<file path="config.mk">
export PLATFORM = sky130hd
export DESIGN_NAME = lcd_bus_responder
export DESIGN_NICKNAME = d
export VERILOG_FILES = /design/src/rtl/lcd_bus_responder.sv
export SDC_FILE = /design/constraint.sdc
export NUM_CORES = 1
export LEC_CHECK = 0
export CAP_MARGIN = 20
export CORE_MARGIN = 2
export CORE_UTILIZATION = 47
export CTS_BUF_LIST = sky130_fd_sc_hd__clkbuf_16
export CTS_CLUSTER_SIZE = 8
export DETAILED_ROUTE_END_ITERATION = 16
export PLACE_DENSITY = 0.84
export SETUP_SLACK_MARGIN = 0.02
export SLEW_MARGIN = 30
export SYNTH_ARGS = -nofsm -noshare
export SYNTH_HDL_FRONTEND = slang
export SYNTH_SLANG_ARGS = --single-unit
</file>
<file path="constraint.sdc">
create_clock -name CLOCK_50 -period 5.2 [get_ports CLOCK_50]
set_input_delay 1.04 -clock CLOCK_50 [delete_from_list [all_inputs] [get_ports CLOCK_50]]
set_output_delay 1.04 -clock CLOCK_50 [all_outputs]
set_load 0.05 [all_outputs]
</file>
<file path="src/rtl/lcd_bus_responder.sv">
// lcd_bus_responder
// Responder end of an HD44780-style 8-bit character-LCD bus. It watches the
// initiator's EN/RS/RW/DATA lines, decodes instruction and data writes into a
// 2x16 DDRAM image, and answers read cycles with the busy flag, the address
// counter and DDRAM contents.
//
// Optional feature macro: LCD_RESP_BUSY_EN
//   defined     - busy counter is built; writes committing while busy are
//                 rejected and flag err.
//   not defined - busy is constant 0 and every write is accepted.
//
// Ports
//   CLOCK_50      in   system clock, all logic on the rising edge
//   rst           in   synchronous active-high reset
//   lcd_en        in   bus enable from the initiator
//   lcd_rs        in   0 = instruction/status, 1 = data
//   lcd_rw        in   0 = write, 1 = read
//   lcd_data_in   in   [7:0] bus data from the initiator
//   lcd_data_out  out  [7:0] read data, valid while data_oe = 1
//   data_oe       out  high (registered) while lcd_en = 1 and lcd_rw = 1
//   ddram_flat    out  [255:0] line0 col k at [255-8k -: 8], line1 col k at [127-8k -: 8]
//   ac            out  [6:0] address counter
//   display_on, cursor_on, blink_on  out  display-control flags
//   busy          out  busy flag
//   err           out  sticky protocol-error flag, cleared only by rst
module lcd_bus_responder #(
    parameter int BUSY_SHORT = 2000,
    parameter int BUSY_LONG  = 82000
) (
    input  logic         CLOCK_50,
    input  logic         rst,
    input  logic         lcd_en,
    input  logic         lcd_rs,
    input  logic         lcd_rw,
    input  logic [7:0]   lcd_data_in,
    output logic [7:0]   lcd_data_out,
    output logic         data_oe,
    output logic [255:0] ddram_flat,
    output logic [6:0]   ac,
    output logic         display_on,
    output logic         cursor_on,
    output logic         blink_on,
    output logic         busy,
    output logic         err
);

    // Bus capture: rs/rw/data are held from the last cycle EN was high.
    logic       en_q_r;
    logic       rs_q_r;
    logic       rw_q_r;
    logic [7:0] data_q_r;

    // Display state.
    logic [7:0] ddram_r [0:31];
    logic [6:0] ac_r;
    logic       id_r;
    logic       cg_mode_r;
    logic       display_on_r;
    logic       cursor_on_r;
    logic       blink_on_r;
    logic       err_r;
    logic [7:0] data_out_r;
    logic       data_oe_r;

    logic       busy_s;
    logic       commit_s;
    logic       accept_s;
    logic [7:0] rd_data_s;

    // Only 0x00-0x0F and 0x40-0x4F hold characters: bits 5:4 must be clear.
    function automatic logic is_mapped(input logic [6:0] a);
        return (a[5:4] == 2'b00);
    endfunction

    // Line select comes from bit 6, column from bits 3:0.
    function automatic logic [4:0] ram_idx(input logic [6:0] a);
        return {a[6], a[3:0]};
    endfunction

    // Address-counter step, wrapping between the two visible line windows.
    function automatic logic [6:0] step_ac(input logic [6:0] a, input logic inc);
        logic [6:0] n;
        if (inc) begin
            if (a == 7'h0F) begin
                n = 7'h40;
            end else if (a == 7'h4F) begin
                n = 7'h00;
            end else begin
                n = a + 7'd1;
            end
        end else begin
            if (a == 7'h00) begin
                n = 7'h4F;
            end else if (a == 7'h40) begin
                n = 7'h0F;
            end else begin
                n = a - 7'd1;
            end
        end
        return n;
    endfunction

    // Commit strobe on the first cycle after EN falls; writes need the bus idle.
    always_comb begin
        commit_s = en_q_r & ~lcd_en;
        accept_s = commit_s & ~rw_q_r & ~busy_s;
    end

    // Read-back mux for the currently addressed byte or the status word.
    always_comb begin
        rd_data_s = 8'h00;
        if (lcd_rs) begin
            if (is_mapped(ac_r)) begin
                rd_data_s = ddram_r[ram_idx(ac_r)];
            end else begin
                rd_data_s = 8'h20;
            end
        end else begin
            rd_data_s = {busy_s, ac_r};
        end
    end

    // Flatten DDRAM: line0 occupies the upper half, column 0 at the top byte.
    always_comb begin
        ddram_flat = {256{1'b0}};
        for (int i = 0; i < 32; i++) begin
            ddram_flat[255 - 8*i -: 8] = ddram_r[i];
        end
    end

`ifdef LCD_RESP_BUSY_EN
    localparam int CNT_W = $clog2(BUSY_LONG + 1);
    localparam logic [CNT_W-1:0] SHORT_LD = CNT_W'(BUSY_SHORT);
    localparam logic [CNT_W-1:0] LONG_LD  = CNT_W'(BUSY_LONG);
    localparam logic [CNT_W-1:0] CNT_ONE  = {{(CNT_W-1){1'b0}}, 1'b1};

    logic [CNT_W-1:0] busy_cnt_r;
    logic             busy_r;
    logic             long_s;

    // Clear (0x01) and Return Home (0x02/0x03) take the long busy time.
    always_comb begin
        long_s = ~rs_q_r & (data_q_r[7:2] == 6'b000000) & (data_q_r[1:0] != 2'b00);
    end

    // Busy countdown; busy_r mirrors (count != 0) one register stage ahead.
    always_ff @(posedge CLOCK_50) begin
        if (rst) begin
            busy_cnt_r <= {CNT_W{1'b0}};
            busy_r     <= 1'b0;
        end else if (accept_s) begin
            busy_cnt_r <= long_s ? LONG_LD : SHORT_LD;
            busy_r     <= 1'b1;
        end else if (busy_cnt_r != {CNT_W{1'b0}}) begin
            busy_cnt_r <= busy_cnt_r - CNT_ONE;
            busy_r     <= (busy_cnt_r != CNT_ONE);
        end else begin
            busy_cnt_r <= busy_cnt_r;
            busy_r     <= 1'b0;
        end
    end

    assign busy_s = busy_r;
`else
    assign busy_s = 1'b0;
`endif

    // Bus capture, read-data registers and the instruction/data decoder.
    always_ff @(posedge CLOCK_50) begin
        if (rst) begin
            en_q_r       <= 1'b0;
            rs_q_r       <= 1'b0;
            rw_q_r       <= 1'b0;
            data_q_r     <= 8'h00;
            for (int i = 0; i < 32; i++) begin
                ddram_r[i] <= 8'h20;
            end
            ac_r         <= 7'h00;
            id_r         <= 1'b1;
            cg_mode_r    <= 1'b0;
            display_on_r <= 1'b0;
            cursor_on_r  <= 1'b0;
            blink_on_r   <= 1'b0;
            err_r        <= 1'b0;
            data_out_r   <= 8'h00;
            data_oe_r    <= 1'b0;
        end else begin
            en_q_r <= lcd_en;
            if (lcd_en) begin
                rs_q_r   <= lcd_rs;
                rw_q_r   <= lcd_rw;
                data_q_r <= lcd_data_in;
            end
            data_oe_r  <= lcd_en & lcd_rw;
            data_out_r <= (lcd_en & lcd_rw) ? rd_data_s : 8'h00;

            if (commit_s) begin
                if (rw_q_r) begin
                    // Reads are never blocked by busy; data reads advance ac.
                    if (rs_q_r) begin
                        ac_r <= step_ac(ac_r, id_r);
                    end
                end else if (!accept_s) begin
                    err_r <= 1'b1;
                end else if (rs_q_r) begin
                    if (cg_mode_r) begin
                        // CGRAM is not modelled: byte dropped, ac held.
                    end else if (is_mapped(ac_r)) begin
                        ddram_r[ram_idx(ac_r)] <= data_q_r;
                        ac_r <= step_ac(ac_r, id_r);
                    end else begin
                        err_r <= 1'b1;
                        ac_r  <= step_ac(ac_r, id_r);
                    end
                end else begin
                    casez (data_q_r)
                        8'b1???????: begin
                            ac_r      <= data_q_r[6:0];
                            cg_mode_r <= 1'b0;
                            if (!is_mapped(data_q_r[6:0])) begin
                                err_r <= 1'b1;
                            end
                        end
                        8'b01??????: cg_mode_r <= 1'b1;
                        8'b001?????: begin
                            // Only the 8-bit bus width is supported.
                            if (!data_q_r[4]) begin
                                err_r <= 1'b1;
                            end
                        end
                        8'b0001????: begin
                            // Cursor/display shift leaves DDRAM and ac alone.
                        end
                        8'b00001???: begin
                            display_on_r <= data_q_r[2];
                            cursor_on_r  <= data_q_r[1];
                            blink_on_r   <= data_q_r[0];
                        end
                        8'b000001??: id_r <= data_q_r[1];
                        8'b0000001?: ac_r <= 7'h00;
                        8'b00000001: begin
                            for (int i = 0; i < 32; i++) begin
                                ddram_r[i] <= 8'h20;
                            end
                            ac_r      <= 7'h00;
                            id_r      <= 1'b1;
                            cg_mode_r <= 1'b0;
                        end
                        default: begin
                            // 0x00 is not an instruction; only busy is loaded.
                        end
                    endcase
                end
            end
        end
    end

    assign lcd_data_out = data_out_r;
    assign data_oe      = data_oe_r;
    assign ac           = ac_r;
    assign display_on   = display_on_r;
    assign cursor_on    = cursor_on_r;
    assign blink_on     = blink_on_r;
    assign busy         = busy_s;
    assign err          = err_r;

endmodule

</file>
Yosys cells after proc, flatten, opt, wreduce, memory -nomap -nowiden
Memories as Yosys holds them, arrays and structs flattened. A register that Yosys moved wholly into a read port is not among the register bits.
Cells that the tools add are included.
{"block": "classes", "bitwise": 41, "n_reduce_logical": 16, "n_eq_ne": 17, "mux": 76, "addsub": 2}
{"cell": "8-bit two-way mux", "n": 33}
{"cell": "7-bit two-way mux", "n": 12}
{"cell": "1-bit OR", "n": 32}
{"cell": "1-bit two-way mux", "n": 24}
{"cell": "5-bit AND reduction", "n": 4}
{"cell": "5-bit two-way mux", "n": 3}
{"cell": "7-bit == test (second input constant)", "n": 2}
{"cell": "7-bit case mux with 2 select lines", "n": 1}
{"cell": "4-bit inequality test (second input constant)", "n": 3}
{"cell": "3-bit inequality test (second input constant)", "n": 3}
{"cell": "8-bit by 1-bit == test with 1-bit output (second input constant)", "n": 1}
{"cell": "8-bit OR reduction", "n": 1}
{"cell": "7-bit by 1-bit adder with 7-bit output (second input constant)", "n": 1}
{"cell": "7-bit by 1-bit == test with 1-bit output (second input constant)", "n": 1}
{"cell": "7-bit by 4-bit == test with 1-bit output (second input constant)", "n": 1}
{"cell": "7-bit logical NOT", "n": 1}
{"cell": "7-bit AND reduction", "n": 1}
{"cell": "7-bit by 1-bit subtractor with 7-bit output (second input constant)", "n": 1}
{"cell": "6-bit by 1-bit == test with 1-bit output (second input constant)", "n": 1}
{"cell": "1-bit inverter", "n": 6}
{"cell": "1-bit case mux with 2 select lines", "n": 3}
{"cell": "2-bit nonzero test", "n": 3}
{"cell": "2-bit OR reduction", "n": 3}
{"cell": "5-bit by 1-bit == test with 1-bit output (second input constant)", "n": 1}
{"cell": "other kinds (7)", "n": 10}
{"block": "totals", "mem_count": 1, "input_bits": 13, "out_inout_bits": 277, "ram_bits": 256, "wordCells": 167, "regBits": 33}
{"name": "ddram_r", "depth": 32, "word_bits": 8, "read_ports": 33, "rd_ports_with_merged_regs": 1, "wr": 32, "line": "54", "source": "logic [7:0] ddram_r [0:31];"}

Longest topological paths before layout
Gate-level depths: netlist of the first run.
{"block": "logic_depth", "ltp_word": 11, "ltp_mapped": 8}

Worst setup path before layout of the first run
Ideal clock, no wire load.
{"block": "synth_timing", "path_type": "input to register", "from": "input lcd_en", "to": "memory ddram_r[18][0], enable pin", "n_path_buf": 1, "cell_stages": 5, "arrival_time_ns": 2.585, "setup_slack_ns": 2.231, "path_cell_list": "or3b_1 nor2_2 nand2_1 clkbuf_1 o21ai_0"}
{"item": "from (decl)", "line": "32", "source": "input logic lcd_en,"}
{"item": "to (decl)", "line": "54"}

==> metrics.yaml, run 1 <==
placed_design:
  placement.cell_area_mm2: 0.0169
  place_ws_ns: 0.842
  place.detailed.hpwl_mm: 31.3
  globalplace.congestion: 0.899
  io_buffers: 288
power_and_ir_drop:
  share_seq_of_total_power_pct: 47.2
  internal_power_mw: 4.30
  pwr-share-comb_pct: 10.9
  power.density_mw_per_mm2: 320
  ir_drop_v: 0.000184
  overall_power_consumption_mw: 5.78
  clockPowerShare_pct: 42.0
  net-switching-power_mw: 1.48
  switching_share_pct: 25.6
  leakage_power_of_the_design_nw: 6.15
floorplan:
  pin_count: 290
  core.rowCount: 62
  fp.coreArea_mm2: 0.0287
  die_w_um: 175
  initial_utilization_pct: 47.8
  floorplan.die.height_um: 175
  die-area_mm2: 0.0306
clock_network:
  clock_latency_ns: 0.52
  cts.sinks: 294
  tritoncts.num_buffers: 42
  cts.repair.resized: 0
  ctsHtreeMaxLevel: 2
  hold_buffers: 0
  clkSlewWorstSetupHoldPaths_ns: 0.05
  cts_setup_buffers: 0
  clock_path_buffers: 3
  clk_root_buffer_cell: "sky130_fd_sc_hd__clkbuf_16"
  cts_tree: "built"
yosys:
  netlist_instances: 1021
  synth_fp_nets: 1039
  yosys.cell_types.count: 57
  synth_edf_count: 256
  synthArstFlopShare_pct: 0
  yosys_register_bits: 294
  syn_avg_cell_area_um2: 13.4
  yosys_warnings: 0
  ys_dominant_reg_cell: "sky130_fd_sc_hd__edfxtp_1"
  ys_top_cells_by_area: "sky130_fd_sc_hd__edfxtp_1 56%, sky130_fd_sc_hd__mux4_2 11%, sky130_fd_sc_hd__dfxtp_1 5.5%"
  netlist.top_cell.by_area: "sky130_fd_sc_hd__edfxtp_1"
  synth_top_area_share_pct: 56.0
  post_synth_instance_area_mm2: 0.0137
  synth_sequential_area_ratio_pct: 61.6
setup_path:
  cp_slowest_stage_delay_ns: 0.59
  required_time_of_the_critical_path_ns: 5.42
  critPathMostFrequentCell: "sky130_fd_sc_hd__buf_4"
  maximum_fanout_count_along_the_critical_path: 25
  cp-end-kind: "flip-flop"
  crit_path_cell_trace: "clkdlybuf4s50_1 -> buf_4 -> or3b_1 -> nor2_2 -> nand2_1 -> buf_4 -> o21ai_0 -> buf_4"
  slowest_stage_cell_crit_path: "sky130_fd_sc_hd__nand2_1"
  timing.setup.critical_path_class: "primary input to flip-flop"
  critical-path-top-delay-family: "buffers and inverters"
  timing.critical_path.buf_inv: 4
  worst_setup_path_start_kind: "primary input"
  worstPathArrival_ns: 3.88
global_route:
  global_route.overflow_total: 0
  first_global_vias: 9965
  grt_first_pass_wirelength_mm: 65.0
  global_route.usage.total_pct: 28.7
  maximum_number_of_pins_on_one_net_before_global_route_repair: 43
  grt_antenna_before_repair: 0
routing:
  drtPass1Iterations: 6
  drt_iter0_markers: 1483
  remaining_drc_errors: 0
  wl_per_cell_um: 26.4
  detail_route.wirelength_mm: 44.5
  drt-vias-per-instance: 6.15
  antenna_left: 0
  dr_total_vias: 10300
finish:
  mostFrequentLayoutCell: "sky130_fd_sc_hd__clkdlybuf4s50_1"
  nNetsFinal: 1293
  finalInstanceArea_mm2: 0.0180
  commonest_cells_after_routing_fill_and_taps_aside: "288 x sky130_fd_sc_hd__clkdlybuf4s50_1, 256 x sky130_fd_sc_hd__edfxtp_1, 116 x sky130_fd_sc_hd__and2_1, 94 x sky130_fd_sc_hd__nor3_1, 66 x sky130_fd_sc_hd__mux4_2"
  final_layout_size_suffix_gt1_share_pct: 12.0
  area_growth_pct: 31.5
  antenna_cells: 0
timing:
  max_freq_mhz: 273
  setup-tns-final_ns: 0
  max-slew-margin-rel_pct: 35.7
  slew_violations: 0
  timing.final.ws_setup_ns: 1.54
  post-route-period-util_pct: 70.5
  setup_violations: 0
  rsz0062_at_grt: "no"
  tightestPinTransition_ns: 0.964
  timing_hold_violations_final: 0
  timing.hold.ws_ns: 0.452
  finalCriticalPeriod_ns: 3.66
  clock-skew-final_ns: 0.0152
min_path:
  holdCritPathClass: "flip-flop to flip-flop"
run_status:
  status: "completed"
job:
  timing.max_cap.violations: 0
-- cell type report --
cell class | count | area, µm²
Tap cell | 384 | 480
Multi-Input combinational cell | 614 | 4790
Sequential cell | 294 | 8460
Timing Repair Buffer | 314 | 3090
Fill cell | 2117 | 10700
Inverter | 9 | 33.8
Clock buffer | 43 | 1080
Clock inverter | 26 | 103
-- stage by stage --
| stage | utilization [%] | instances |
|---|---|---|
| CTS | 62.8 | 1684 |
| global placement | 58.7 | 1614 |
| finish | 62.9 | 1684 |
| detailed placement | 58.7 | 1615 |
| global route | 62.9 | 1684 |
| floorplan | - | 1021 |
-- cell families (layout without fill, tap and decap cells) --
group                    after synthesis  in the layout  synth area share [%]
other                                  1              1                0.0273
XOR/XNOR                               7              7                 0.447
AND/OR/NAND/NOR                      407            407                  16.2
AO/OA/AOI/OAI                         93             93                  4.36
buffers and inverters                113            392                  3.51
flip-flops                           294            294                  61.6
multiplexers                         101            101                  13.4
adder cells (fa/ha/maj)                5              5                 0.456
-- power groups by stage --
stage	logic, mW	clock network [mW]	registers, mW
2_1_floorplan	0.186	0	2.95
3_3_place_gp	0.612	0	2.77
3_5_place_dp	0.622	0	2.77
4_1_cts	0.625	2.43	2.72
5_1_grt	0.646	2.54	2.73
6_report	0.627	2.42	2.73
-- routing by layer --
| layer | up-vias | routed length, µm | global-route usage [%] | share of wire [%] |
|---|---|---|---|---|
| met4 | 0 | 2000 | 11.9 | 4.5 |
| met1 | 5027 | 15600 | 38.0 | 35 |
| met3 | 135 | 5740 | 5.98 | 13 |
| li1 | 4329 | - | - | - |
| met2 | 858 | 21200 | 46.4 | 48 |
| met5 | - | 0 | 0 | 0 |
-- cell usage after synthesis, drive strengths merged, types with 3 or more instances --
| master | n |
|---|---|
| a211oi | 4 |
| a21oi | 15 |
| a311oi | 3 |
| a31oi | 6 |
| and2 | 116 |
| and3 | 32 |
| buf | 34 |
| clkbuf | 70 |
| dfxtp | 38 |
| edfxtp | 256 |
| ha | 5 |
| inv | 9 |
| mux2i | 33 |
| mux4 | 66 |
| nand2 | 33 |
| nand2b | 14 |
| nand3 | 6 |
| nand3b | 4 |
| nor2 | 61 |
| nor2b | 9 |
| nor3 | 94 |
| o211ai | 4 |
| o21ai | 37 |
| o22ai | 6 |
| or3 | 29 |
| xnor2 | 5 |
-- final timing paths --
kind | slack (ns) | endpoint | start | cells past startpoint
worst min-delay path | 0.45 | blink_on | blink_on | 2
worst max register to register | 1.68 | ddram_r[2][5] | data_q_r[6] | 5
worst max-delay path | 1.54 | ddram_r[17][7] | lcd_en | 8
worst min register to register | 0.45 | blink_on | blink_on | 2
-- registers in the layout, summed over array words and instances (netlist names), named ones only --
register,cells
ddram_r,256
data_q_r,8
lcd_data_out,8
ac,7
blink_on,1
cg_mode_r,1
cursor_on,1
data_oe,1
display_on,1
en_q_r,1
err,1
id_r,1
rs_q_r,1
rw_q_r,1
-- worst reg2reg max path, stage by stage (launching register included) --
cell	delay, ns
sky130_fd_sc_hd__dfxtp_2	0.60
sky130_fd_sc_hd__or4_4	0.59
sky130_fd_sc_hd__nor3_1	0.45
sky130_fd_sc_hd__a41oi_2	0.61
sky130_fd_sc_hd__buf_4	0.45
sky130_fd_sc_hd__o21ai_1	0.44
Power figures use the tool's default switching activity.
==> run 2, diff against run 1 <==
- clock period: 5.2 -> 3.8 ns (I/O delays scaled with it)
==> run 2 against run 1 <==
Effect of this change:
- die area is the same
- power increased by 36%
- final area increased by 0.36%
- utilization grew 0.23 points
- clock power up 36%
- non-clock buffer count is 9 higher
- routed wire length is 0.20% higher
- sequential share of layout area is 0.20 points lower
- combinational power grew 40%
- critical endpoint is now ddram_r[20][7]
==> metrics.yaml, run 2 (same netlist as run 1, synthesis figures left out) <==
clock_network:
  clock_latency_ns: 0.52  # about the same
  cts_tree: "built"
  clkSlewWorstSetupHoldPaths_ns: 0.05  # about the same
  clock_path_buffers: 3  # unchanged
  ctsHtreeMaxLevel: 2  # unchanged
  cts_setup_buffers: 0  # unchanged
  cts.sinks: 294  # unchanged
  tritoncts.num_buffers: 42  # unchanged
  clk_root_buffer_cell: "sky130_fd_sc_hd__clkbuf_16"
  cts.repair.resized: 0  # unchanged
  hold_buffers: 0  # unchanged
routing:
  drt-vias-per-instance: 6.16  # +0.28%
  drt_iter0_markers: 1518  # +2.4%
  detail_route.wirelength_mm: 44.6  # +0.20%
  dr_total_vias: 10400  # +0.28%
  drtPass1Iterations: 5  # -1
  antenna_left: 0  # unchanged
  wl_per_cell_um: 26.5  # +0.20%
  remaining_drc_errors: 0  # unchanged
floorplan:
  initial_utilization_pct: 47.8  # unchanged
  core.rowCount: 62  # unchanged
  pin_count: 290  # unchanged
  die-area_mm2: 0.0306  # unchanged
  fp.coreArea_mm2: 0.0287  # unchanged
  die_w_um: 175  # unchanged
  floorplan.die.height_um: 175  # unchanged
setup_path:
  timing.setup.critical_path_class: "primary input to flip-flop"
  timing.critical_path.from: "lcd_en"
  worst_r2r_endpoint: "ddram_r[20][7]"
  worstPathArrival_ns: 3.06  # -0.82 ns
  maximum_fanout_count_along_the_critical_path: 42  # +68%
  r2r.worst_path.cells: 4  # -1
  worst_setup_path_start_kind: "primary input"
  r2r_slack_ns: 0.95  # -0.73 ns
  cp-end-kind: "flip-flop"
  r2r_path_start: "rs_q_r"
  required_time_of_the_critical_path_ns: 3.93  # -1.49 ns
timing:
  max_freq_mhz: 341
  timing.final.ws_setup_ns: 0.864  # -0.672 ns
  timing.hold.ws_ns: 0.462  # +0.0103 ns
  setup_violations: 0  # unchanged
  slew_violations: 0  # unchanged
  clock-skew-final_ns: 0.0150  # -0.000180 ns
  max-slew-margin-rel_pct: 34.2  # -1.5 points
  rsz0062_at_grt: "no"
  finalCriticalPeriod_ns: 2.94
  tightestPinTransition_ns: 0.977  # +0.0124 ns
  post-route-period-util_pct: 77.3
  setup-tns-final_ns: 0  # unchanged
  timing_hold_violations_final: 0  # unchanged
power_and_ir_drop:
  leakage_power_of_the_design_nw: 6.16  # +0.19%
  switching_share_pct: 25.4  # -0.17 points
  power.density_mw_per_mm2: 435  # +36%
  share_seq_of_total_power_pct: 47.2  # about the same
  ir_drop_v: 0.000286  # +55%
  internal_power_mw: 5.87  # +37%
  net-switching-power_mw: 2.00  # +35%
  pwr-share-comb_pct: 11.1  # +0.2 points
  clockPowerShare_pct: 41.7  # -0.3 points
placed_design:
  globalplace.congestion: 0.897  # -0.22%
  place_ws_ns: 0.266  # -0.576 ns
  io_buffers: 288  # unchanged
  place.detailed.hpwl_mm: 31.5  # +0.78%
  number_of_cells_in_the_design_after_placement: 1624  # +0.56%
finish:
  final_cell_count_no_fill: 1684  # unchanged
  antenna_cells: 0  # unchanged
  final_layout_size_suffix_gt1_share_pct: 12.6  # +0.62 points
  commonest_cells_after_routing_fill_and_taps_aside: "288 x sky130_fd_sc_hd__clkdlybuf4s50_1, 256 x sky130_fd_sc_hd__edfxtp_1, 116 x sky130_fd_sc_hd__and2_1, 94 x sky130_fd_sc_hd__nor3_1, 66 x sky130_fd_sc_hd__mux4_2"
  area_growth_pct: 32.0
  largest_register: "ddram_r"
  nNetsFinal: 1302  # +0.70%
  final_core_util_pct: 63.1  # +0.23 points
  num-fill-cells: 2106  # -0.52%
  largest_register_ff_count: 256  # unchanged
  mostFrequentLayoutCell: "sky130_fd_sc_hd__clkdlybuf4s50_1"
job:
  timing.max_cap.violations: 0  # unchanged
global_route:
  maximum_number_of_pins_on_one_net_before_global_route_repair: 43  # unchanged
  grt_antenna_before_repair: 0  # unchanged
  global_route.overflow_total: 0  # unchanged
  global_route.usage.total_pct: 28.8  # +0.13 points
  grt_first_pass_wirelength_mm: 65.0  # about the same
  first_global_vias: 9952  # -0.13%
min_path:
  holdCritPathClass: "flip-flop to flip-flop"
  hold_start: "blink_on"
  min_delay_path_depth: 2  # unchanged
  timing.hold.worst_endpoint: "blink_on"
run_status:
  status: "completed"
run 2: changes by cell type in the layout (fill, tap and decap cells not counted), sizes merged:
cell	previous run	this run
buf	26	35
inv	34	25
run 2: through the flow:
step                      power [mW]  instance area (µm²)
after floorplan                 4.30                13700
after CTS                       7.87                18100
after global routing            8.05                18100
after global placement          4.63                17000
after detailed placement        4.64                17000
final                           7.87                18100
run 2: how the worst max path moves through the flow:
stage                          end  slack (ns)
floorplan           ddram_r[18][0]        1.11
global placement     ddram_r[1][0]        0.35
detailed placement  ddram_r[19][4]        0.27
CTS                 ddram_r[19][7]        0.75
global route        ddram_r[20][7]        0.77
finish              ddram_r[20][7]        0.86
run 2: routing by layer:
metal	track usage [%]	vias up	wire length, µm
met5	0	-	0
met4	10.8	0	1650
met3	5.85	96	5680
met2	46.5	863	21300
met1	38.9	5080	16000
li1	-	4339	-
run 2: critical path, stage by stage:
cell and delay (ns):
sky130_fd_sc_hd__clkdlybuf4s50_1 0.45, sky130_fd_sc_hd__or3b_1 0.44, sky130_fd_sc_hd__nor2_2 0.25, sky130_fd_sc_hd__nand2_1 0.14
sky130_fd_sc_hd__buf_12 0.21, sky130_fd_sc_hd__o21ai_0 0.79
run 2: final cells by class:
type                            instances  area (µm²)  share of cell area [%]
Tap cell                              384         480                    2.65
Inverter                                9        33.8                   0.187
Clock buffer                           43        1080                    5.94
Timing Repair Buffer                  323        3200                    17.7
Multi-Input combinational cell        614        4790                    26.5
Clock inverter                         17        68.8                   0.380
Sequential cell                       294        8460                    46.7
run 2: power groups by stage:
stage / Sequential [mW] / Combinational (mW) / Clock, mW
5_1_grt: 3.72 / 0.902 / 3.43
3_3_place_gp: 3.77 / 0.859 / 0
2_1_floorplan: 4.04 / 0.255 / 0
4_1_cts: 3.71 / 0.870 / 3.29
6_report: 3.71 / 0.876 / 3.28
3_5_place_dp: 3.77 / 0.867 / 0
